<file path="src/rtl/debounce_multi.sv">
// Multi-channel button debouncer: per-channel 2-flop sync, stability filter,
// registered rise/fall pulses, long-press detection and optional auto-repeat.

module debounce_lane #(
  parameter int STABLE_COUNT = 1000,
  parameter int LONG_COUNT   = 1000000,
  parameter int REPEAT_COUNT = 0,
  parameter int ACTIVE_LOW   = 0
) (
  input  logic clk,
  input  logic reset,
  input  logic button,
  output logic debounced,
  output logic rise,
  output logic fall,
  output logic long_press,
  output logic repeat_tick
);
  localparam int SW = $clog2(STABLE_COUNT + 1);
  localparam int LW = $clog2(LONG_COUNT + 1);
  localparam logic [SW-1:0] S_LAST = SW'(STABLE_COUNT - 1);
  localparam logic [LW-1:0] L_LAST = LW'(LONG_COUNT - 1);
  localparam logic [LW-1:0] L_MAX  = LW'(LONG_COUNT);

  logic          w_in, w_toggle, w_deb_nxt, w_lp;
  logic          r_s1, r_s2;
  logic [SW-1:0] r_scnt;
  logic [LW-1:0] r_hcnt;

  assign w_in      = (ACTIVE_LOW != 0) ? ~button : button;
  assign w_toggle  = (r_s2 != debounced) && (r_scnt == S_LAST);
  assign w_deb_nxt = debounced ^ w_toggle;
  // Qualified with the next level so a release edge never co-fires with long_press.
  assign w_lp      = debounced && w_deb_nxt && (r_hcnt == L_LAST);

  always_ff @(posedge clk) begin
    if (reset) begin
      r_s1       <= 1'b0;
      r_s2       <= 1'b0;
      r_scnt     <= '0;
      r_hcnt     <= '0;
      debounced  <= 1'b0;
      rise       <= 1'b0;
      fall       <= 1'b0;
      long_press <= 1'b0;
    end else begin
      r_s1 <= w_in;
      r_s2 <= r_s1;
      if (r_s2 == debounced) begin
        r_scnt <= '0;
      end else if (w_toggle) begin
        debounced <= ~debounced;
        r_scnt    <= '0;
      end else begin
        r_scnt <= r_scnt + 1'b1;
      end
      rise <= w_toggle & ~debounced;
      fall <= w_toggle & debounced;
      if (!debounced)
        r_hcnt <= '0;
      else if (r_hcnt != L_MAX)
        r_hcnt <= r_hcnt + 1'b1;
      long_press <= w_lp;
    end
  end

  generate
    if (REPEAT_COUNT > 0) begin : g_rep
      localparam int RW = $clog2(REPEAT_COUNT + 1);
      localparam logic [RW-1:0] R_LAST = RW'(REPEAT_COUNT - 1);
      logic          r_rep_on;
      logic [RW-1:0] r_rcnt;

      always_ff @(posedge clk) begin
        if (reset) begin
          r_rep_on    <= 1'b0;
          r_rcnt      <= '0;
          repeat_tick <= 1'b0;
        end else begin
          repeat_tick <= 1'b0;
          if (!w_deb_nxt) begin
            r_rep_on <= 1'b0;
            r_rcnt   <= '0;
          end else if (w_lp) begin
            r_rep_on <= 1'b1;
            r_rcnt   <= '0;
          end else if (r_rep_on) begin
            if (r_rcnt == R_LAST) begin
              repeat_tick <= 1'b1;
              r_rcnt      <= '0;
            end else begin
              r_rcnt <= r_rcnt + 1'b1;
            end
          end
        end
      end
    end else begin : g_norep
      assign repeat_tick = 1'b0;
    end
  endgenerate
endmodule

module debounce_multi #(
  parameter int CHANNELS     = 4,
  parameter int STABLE_COUNT = 1000,
  parameter int LONG_COUNT   = 1000000,
  parameter int REPEAT_COUNT = 0,
  parameter int ACTIVE_LOW   = 0
) (
  input  logic                clk,
  input  logic                reset,
  input  logic [CHANNELS-1:0] button,
  output logic [CHANNELS-1:0] debounced,
  output logic [CHANNELS-1:0] rise,
  output logic [CHANNELS-1:0] fall,
  output logic [CHANNELS-1:0] long_press,
  output logic [CHANNELS-1:0] repeat_tick,
  output logic                any_rise
);
  genvar i;
  generate
    for (i = 0; i < CHANNELS; i++) begin : g_lane
      debounce_lane #(
        .STABLE_COUNT(STABLE_COUNT),
        .LONG_COUNT  (LONG_COUNT),
        .REPEAT_COUNT(REPEAT_COUNT),
        .ACTIVE_LOW  (ACTIVE_LOW)
      ) u_lane (
        .clk        (clk),
        .reset      (reset),
        .button     (button[i]),
        .debounced  (debounced[i]),
        .rise       (rise[i]),
        .fall       (fall[i]),
        .long_press (long_press[i]),
        .repeat_tick(repeat_tick[i])
      );
    end
  endgenerate

  // Built from registered pulses only, so still no path from button.
  assign any_rise = |rise;
endmodule

</file>
<file path="config.mk">
export PLATFORM = sky130hd
export DESIGN_NAME = debounce_multi
export DESIGN_NICKNAME = d
export VERILOG_FILES = /design/src/rtl/debounce_multi.sv
export SDC_FILE = /design/constraint.sdc
export NUM_CORES = 1
export LEC_CHECK = 0
export BUFFER_PORTS_ARGS = -buffer_cell sky130_fd_sc_hd__buf_2
export CAP_MARGIN = 20
export CORE_MARGIN = 2
export CORE_UTILIZATION = 65
export CTS_CLUSTER_DIAMETER = 200
export DETAILED_ROUTE_END_ITERATION = 6
export PLACE_DENSITY = 0.83
export SYNTH_ARGS = -nofsm -noshare
export SYNTH_HDL_FRONTEND = slang
export SYNTH_HIERARCHICAL = 1
export SYNTH_SLANG_ARGS = --single-unit
</file>
<file path="constraint.sdc">
create_clock -name clk -period 3.38 [get_ports clk]
set_input_delay 0.845 -clock clk [delete_from_list [all_inputs] [get_ports clk]]
set_output_delay 0.845 -clock clk [all_outputs]
set_load 0.05 [all_outputs]
</file>
==> summary by stage, run 1 <==
Layout
At the end of the flow the core is filled with cells to 73.90%. Once layout is complete, the cells apart from fillers number 881. The number of antenna diodes in the final layout is 0. The area growth from synthesis to layout is 11.85%. Once layout is done, the placed cells without fillers occupy 7123 sq um. The final layout contains 754 nets. The fraction of final layout cells with drive strength greater than 1 is 8.824%. The layout has 720 filler cells.

Yosys
The synthesized netlist devotes 2.358% of its cell area to adder and majority cells. The netlist uses 37 different library cells. The most used flip-flop cell after synthesis is dfxtp_1. Yosys attributes the largest share of cell area to dfxtp_1 45%, xnor2_1 6.6%, nor2_1 5.2%.

The mean area per synthesized cell is 8.784 sq um. The synthesized netlist devotes 30.84% of its cell area to simple gates. The synthesized design devotes to its leading area cell type 45.27% of total area. Ranked by instance count, the synthesized netlist is headed by 144 x dfxtp_1, 88 x nor2_1, 48 x xnor2_1.

The total of warnings raised by yosys is 6. The async set-or-reset flop fraction in the synthesized netlist is 0%. By area, the combinational part of the netlist is dominated by simple AND/OR/NAND/NOR gates. The area of the mapped netlist is 6369 sq um. The synthesized-area fraction occupied by ao, oa, aoi and oai cells is 6.444%.

The portion of synthesized area spent on multiplexers is 0%. The net count after synthesis is 743. In this run, synthesis inferred 0 flip-flops with an integrated enable. The library cell with the highest instance count after synthesis is dfxtp_1. The cell type with the highest aggregate area in the netlist is dfxtp_1. Sequential elements use 45.27% of the synthesized area. Synthesis inferred 144 register bits. The synthesized netlist devotes 11.00% of its cell area to XOR and XNOR gates. In the synthesized netlist, the number of instances is 725.

Pwr
The static leakage is 2.265 nW. The total power of the final layout is 3.660 mW. The ratio of total power to cell area is 513.8 nW/um^2.

The peak ir drop on the vdd network is 394.1 uV.

Placed design
During placement, the flow inserted port buffers numbering 22. The routability-driven placement congestion ratio is 0.8317. The setup slack after placement is 955.6 ps. The placed wire-length estimate is 8.597 mm. Summing all placed instances gives a cell area of 6505 sq um.

Once placement completed, the tool counted placed cells totaling 850.

STA
Setup violations remaining at the end of the flow were counted as 0. In the finished design, the share of the clock period the worst path needs comes to 73.50%. The maximum clock skew at final layout is 5.548 ps. For the final routed database, the setup TNS stands at 0 ps. The smallest setup slack after layout is 895.6 ps. The final number of hold-violating endpoints is 0. Setup repair after global routing left no endpoint under its margin. The final count of pins violating max slew is 0. The worst slack on hold paths is 438.8 ps. For the pin with the worst max-slew slack, the measured transition is 753.8 ps. The worst pin sits at a relative slew slack of 49.75%. The maximum operating frequency is 402.5 MHz. The worst path needs 2484 ps of the cycle, external delays included.

Clock tree
The number of hold buffers added after CTS was 0. After clock tree synthesis, the setup repair step added 0 buffers. Gates resized during post-CTS repair numbered 0. The maximum level of the CTS H-tree is 4.

Clock latency on the worst-skew pair, taken at its later pin, is 520 ps. The maximum number of buffers from clock root to sink is 2. The tree built by TritonCTS fans out to 144 sinks.

Clock tree synthesis selected as its root buffer the cell clkbuf_8. Clock tree synthesis inserted a total of 17 buffers. The clock tree from TritonCTS is built.

Clock-pin slew was measured on the worst setup and hold paths at 60 ps.

Global route
The total routing resource utilization after global routing is 25.43%. For this run the aggregate overflow at the end of global routing stands at 0. The initial antenna violation count was 0. The first global-routing pass estimated 21.52 mm of wire. The maximum number of pins on one net before global-route repair is 25. The number of global-route vias before repair is 4982.

Routing
The number of DRC markers in iteration 0 is 230. The routed length per instance is 14.26 um. After detailed routing, the number of vias per cell comes to 5.892. The total length of routed wires is 12.56 mm. The number of optimization iterations in the first detailed-route pass is 5. Detailed routing inserted a total of 5191 vias. The number of design rule violations left after detail routing is 0. The count of nets left with antenna violations once routing finished came out at 0.

Setup path
At the worst endpoint, the arrival time is 1640 ps. The kind of end point of the critical path is an output port. The element type at the critical path start is a register.

The biggest cell delay along the critical path is 540 ps. Traced cell by cell, the critical path runs through or4_1 > buf_2. The critical path required time is 2530 ps.

The worst-path maximum fanout is 2. The largest individual stage delay along the critical path comes from the cell or4_1. The setup path with the least slack is of type reg2out.

Die
The floorplan step set the die height to 103.0 um. The floorplan has 36 rows. The core footprint is 9639 sq um. The floorplan step defined a die boundary enclosing 10610 sq um. Once the floorplan was initialized, standard cells occupied 66.07% of the core. The number of I/O pins is 27. The floorplan step set the die width to 103.0 um.

Run status
The run finished with clean final reports.

Flow run
The number of max-cap violations is 0.

Worst hold path
The path class of the tightest hold or removal check is reg2reg.
## path summary, 6_finish.rpt
path	from	endpoint	slack, ps	cells past startpoint
max	g_lane[1].u_lane/rise$_SDFF_PP0_	any_rise	900	2
min	g_lane[2].u_lane/r_s1$_SDFF_PP0_	g_lane[2].u_lane/r_s2$_SDFF_PP0_	440	1
max reg2reg	g_lane[0].u_lane/debounced$_SDFFE_PP0P_	g_lane[0].u_lane/r_hcnt[11]$_SDFFE_PP0P_	1640	3
min reg2reg	g_lane[2].u_lane/r_s1$_SDFF_PP0_	g_lane[2].u_lane/r_s2$_SDFF_PP0_	440	1
## placed cells by master (no fill, tap or decap), types with 32 or more instances in the layout
master	count
dfxtp_1	144
nor2_1	88
xnor2_1	48
nand4_1	40
nand2_1	40
nand3_1	40
nor3_1	36
xor2_1	32
## where the power goes
group | switching, mW | internal, mW | leakage [nW]
Clock | 0.673 | 1.25 | 0.300
Combinational | 0.0234 | 0.00770 | 0.804
Sequential | 0.00248 | 1.70 | 1.16
Total | 0.699 | 2.96 | 2.27
## layout make-up
cell class	instances	area, sq um	share of cell area, %
inverter	24	90.09	1.265
timing repair buffer	24	125.1	1.757
multi-input combinational	525	3241	45.49
clock inverter	10	158.9	2.231
clock buffer	21	459.2	6.447
tap	133	166.4	2.336
sequential	144	2883	40.47
## kinds of logic (layout without fill, tap and decap cells)
kind of cell               count (synthesis)  in the layout
AOI/OAI and AO/OA                         68             68
and+or+nand+nor                          361            361
buffers and inverters                     56             79
other                                      4              4
xor gates and xnor gates                  80             80
DFF                                      144            144
adders and majority gates                 12             12
## state kept, by name, indices dropped and copies added, names as in the netlist
signal,count
g_lane.u_lane/r_s2,4
g_lane.u_lane/r_scnt,40
g_lane.u_lane/rise,4
g_lane.u_lane/fall,4
g_lane.u_lane/long_press,4
g_lane.u_lane/r_hcnt,80
g_lane.u_lane/r_s1,4
g_lane.u_lane/debounced,4
## routing by layer
metal	up-vias	GRT usage [%]	wire, um
li1	2578	-	-
met5	-	0	0
met2	112	43.16	6351
met4	0	12.15	205
met1	2480	30.08	5539
met3	21	6.441	465
## critical path, delay by kind of cell, from the launching register on
family	cells	cell delay [ps]
AND/OR/NAND/NOR	1	540
buffers and inverters	1	230
flip-flops	1	350
Power figures use the tool's default switching activity.
==> run 2, diff against run 1 <==
--- a/config.mk
+++ b/config.mk
@@ -8,10 +8,10 @@
 export BUFFER_PORTS_ARGS = -buffer_cell sky130_fd_sc_hd__buf_2
 export CAP_MARGIN = 20
 export CORE_MARGIN = 2
-export CORE_UTILIZATION = 65
+export CORE_UTILIZATION = 61
 export CTS_CLUSTER_DIAMETER = 200
 export DETAILED_ROUTE_END_ITERATION = 6
-export PLACE_DENSITY = 0.83
+export PLACE_DENSITY = 0.79
 export SYNTH_ARGS = -nofsm -noshare
 export SYNTH_HDL_FRONTEND = slang
 export SYNTH_HIERARCHICAL = 1
==> constraint.sdc (replaced) <==
create_clock -name clk -period 2.5 [get_ports clk]
set_input_delay 0.625 -clock clk [delete_from_list [all_inputs] [get_ports clk]]
set_output_delay 0.625 -clock clk [all_outputs]
set_load 0.05 [all_outputs]
==> run 2 against run 1 <==
- flip-flop and latch count stayed put
- clock skew hardly changed
- sequential power is 35% higher
- cell count is 1.0% higher
- sequential share of layout area is 0.12 points lower
- largest power group unchanged
- worst setup slack worse by 680 ps
- cell area is 0.30% higher
==> summary by stage, run 2 (same netlist as run 1, synthesis figures left out) <==
Run status
The run finished with clean final reports.

STA
The final number of hold-violating endpoints is 0 (unchanged). After layout, the minimum clock period comes to 2289 ps. The final total negative setup slack came to 0 ps (unchanged). The final clock period utilization by the worst path is 91.55%. The maximum clock skew at final layout is 5.905 ps (+0.3565 ps).

The final count of pins violating max slew was 0 (unchanged). Setup repair after global routing left no endpoint under its margin. The maximum operating frequency is 436.9 MHz. The count of final setup violators is 0 (unchanged).

Clock tree
The clock tree from TritonCTS is built. The number of gates resized after cts is 0 (unchanged). The clock-pin slew on the worst setup and hold paths is 60 ps (about the same). The clock insertion delay at the later pin of the skew report is 540 ps (+20 ps). The cts-stage hold buffer count was 0 (unchanged). The count of clock tree sinks was 144 (unchanged).

The maximum level of the CTS H-tree came to 4 (unchanged). The maximum number of buffers from clock root to sink is 2 (unchanged). The number of clock buffers inserted by TritonCTS was 17 (unchanged). The post-CTS setup buffer count is 0 (unchanged). The root buffer cell chosen for the clock tree is clkbuf_8.

Pwr
The total power of the final layout came to 4.897 mW (+34%). The ratio of total power to cell area is 685.5 nW/um^2 (+33%). The peak ir drop on the vdd network came to 507.3 uV (+29%). The static leakage was 2.274 nW (+0.37%).

Placed design
The cell count after placement is 858 (+0.94%). The routability-driven placement congestion ratio is 0.8420 (+1.2%). The placed wire-length estimate is 8.554 mm (-0.50%). The placed cell area is 6546 sq um (+0.63%). The port buffer count was 22 (unchanged).

Die
The horizontal extent of the die came to 106.2 um (+3.1%). The core footprint is 10230 sq um (+6.1%). The cell row count is 37 (+2.8%). The die height was 106.2 um (+3.1%).

The number of I/O pins is 27 (unchanged). The full die area is 11270 sq um (+6.3%). The initial standard-cell utilization of the core came to 62.25% (-3.8 points).

Layout
The commonest non-fill, non-tap cell in the layout is dfxtp_1. The final cell count without fillers is 890 (+1.0%). The number of antenna cells inserted is 0 (unchanged).

The flip-flop count of the largest register, all copies and words added is 80 (unchanged). The signed area change from the synthesized netlist to the final layout is 12.18%. The number of nets in the final layout is 759 (+0.66%). The utilization after layout is 69.83% (-4.1 points).

The library cells used most frequently in the layout, excluding fill and tap cells, are 144 x dfxtp_1, 88 x nor2_1, 48 x xnor2_1. The fraction of final layout cells with drive strength greater than 1 is 9.549% (+0.73 points). In the final layout, the registers with the most flip-flops are g_lane.u_lane/r_hcnt: 80 flops, g_lane.u_lane/r_scnt: 40 flops. The filler cell count in the final layout is 796 (+11%). The register bank with the most flops is g_lane.u_lane/r_hcnt. The design area was 7144 sq um (+0.30%).

Routing
The routed length per instance was 14.32 um (+0.45%). The number of design rule violations left after detail routing is 0 (unchanged). The number of DRC markers in iteration 0 is 306 (+33%).

The number of nets with antenna violations after routing is 0 (unchanged). The total length of routed wires is 12.75 mm (+1.5%). The number of optimization iterations in the first detailed-route pass is 5 (unchanged). The average via count per standard cell is 5.828 (-1.1%). The number of vias in the routed layout was 5187 (-0.077%).

Setup path
STA classifies the critical path startpoint as a register. The kind of end point of the critical path is an output port. The critical path required time was 1880 ps (-650 ps).

The reg-to-reg setup timing slack is 760 ps (-880 ps). The worst-path maximum fanout came to 2 (unchanged). By startpoint and endpoint, the worst setup path is classified as reg2out. On the critical path, the stage with the largest delay is an instance of or4_1. The arrival time of data at the critical path endpoint is 1660 ps (+20 ps).

The biggest cell delay along the critical path is 550 ps (about the same). The critical path goes through or4_1 > buf_2.

Global route
The maximum number of pins on one net before global-route repair is 22 (-12%). The number of global-route vias before repair is 4996 (+0.28%). The total global routing overflow is 0 (unchanged). The global-route wire length before repair is 22.20 mm (+3.1%). The total routing resource utilization after global routing came to 24.31% (-1.1 points). The initial antenna violation count is 0 (unchanged).

Worst hold path
The worst hold path belongs to the class in2reg.

Flow run
The number of max-cap violations is 0 (unchanged).
run 2: cell count changes in the layout (fill, tap and decap cells not counted), sizes merged:
cell | before | now
clkinv | 4 | 5
inv | 24 | 28
buf | 24 | 29
clkbuf | 21 | 18
bufinv | 4 | 3
run 2: through the flow:
step	hold WS [ps]	setup WS [ps]
2_1_floorplan	413.8	589.7
3_3_place_gp	421.3	584.4
3_5_place_dp	424.2	539.1
4_1_cts	289.8	188.2
5_1_grt	306.8	184.3
6_report	307.4	211.3
run 2: per-layer routing:
metal,GRT usage (%),up-vias,part of all wire (%)
met1,29.83,2472,45
met5,0,-,0
met3,5.763,21,3.3
met4,10.24,0,2.0
met2,40.89,103,50
li1,-,2591,-
run 2: final timing paths:
check,depth (start not counted),from,end
setup / recovery,2,g_lane[1].u_lane/rise$_SDFF_PP0_,any_rise
hold / removal,2,button[2],g_lane[2].u_lane/r_s1$_SDFF_PP0_
setup reg to reg,5,g_lane[0].u_lane/r_hcnt[0]$_SDFFE_PP0P_,g_lane[0].u_lane/r_hcnt[18]$_SDFFE_PP0P_
hold reg to reg,1,g_lane[3].u_lane/r_s1$_SDFF_PP0_,g_lane[3].u_lane/r_s2$_SDFF_PP0_
run 2: final cells by class:
class | instances | area (sq um) | area share, %
timing repair buffer | 29 | 162.7 | 2.277
clock buffer | 18 | 417.9 | 5.849
multi-input combinational | 525 | 3241 | 45.36
inverter | 24 | 90.09 | 1.261
clock inverter | 14 | 180.2 | 2.522
sequential | 144 | 2883 | 40.35
tap | 136 | 170.2 | 2.382
run 2: critical path: cells and delay by family, from the launching register on:
family                 cells  cell delay (ps)
DFF                        1              340
buffers and inverters      1              230
and+or+nand+nor            1              550
run 2: report_power, final:
group	internal, mW	leakage (nW)	switching, mW
Clock	1.54	0.287	1.01
Combinational	0.0115	0.826	0.0330
Sequential	2.30	1.16	0.00323
Total	3.85	2.27	1.05
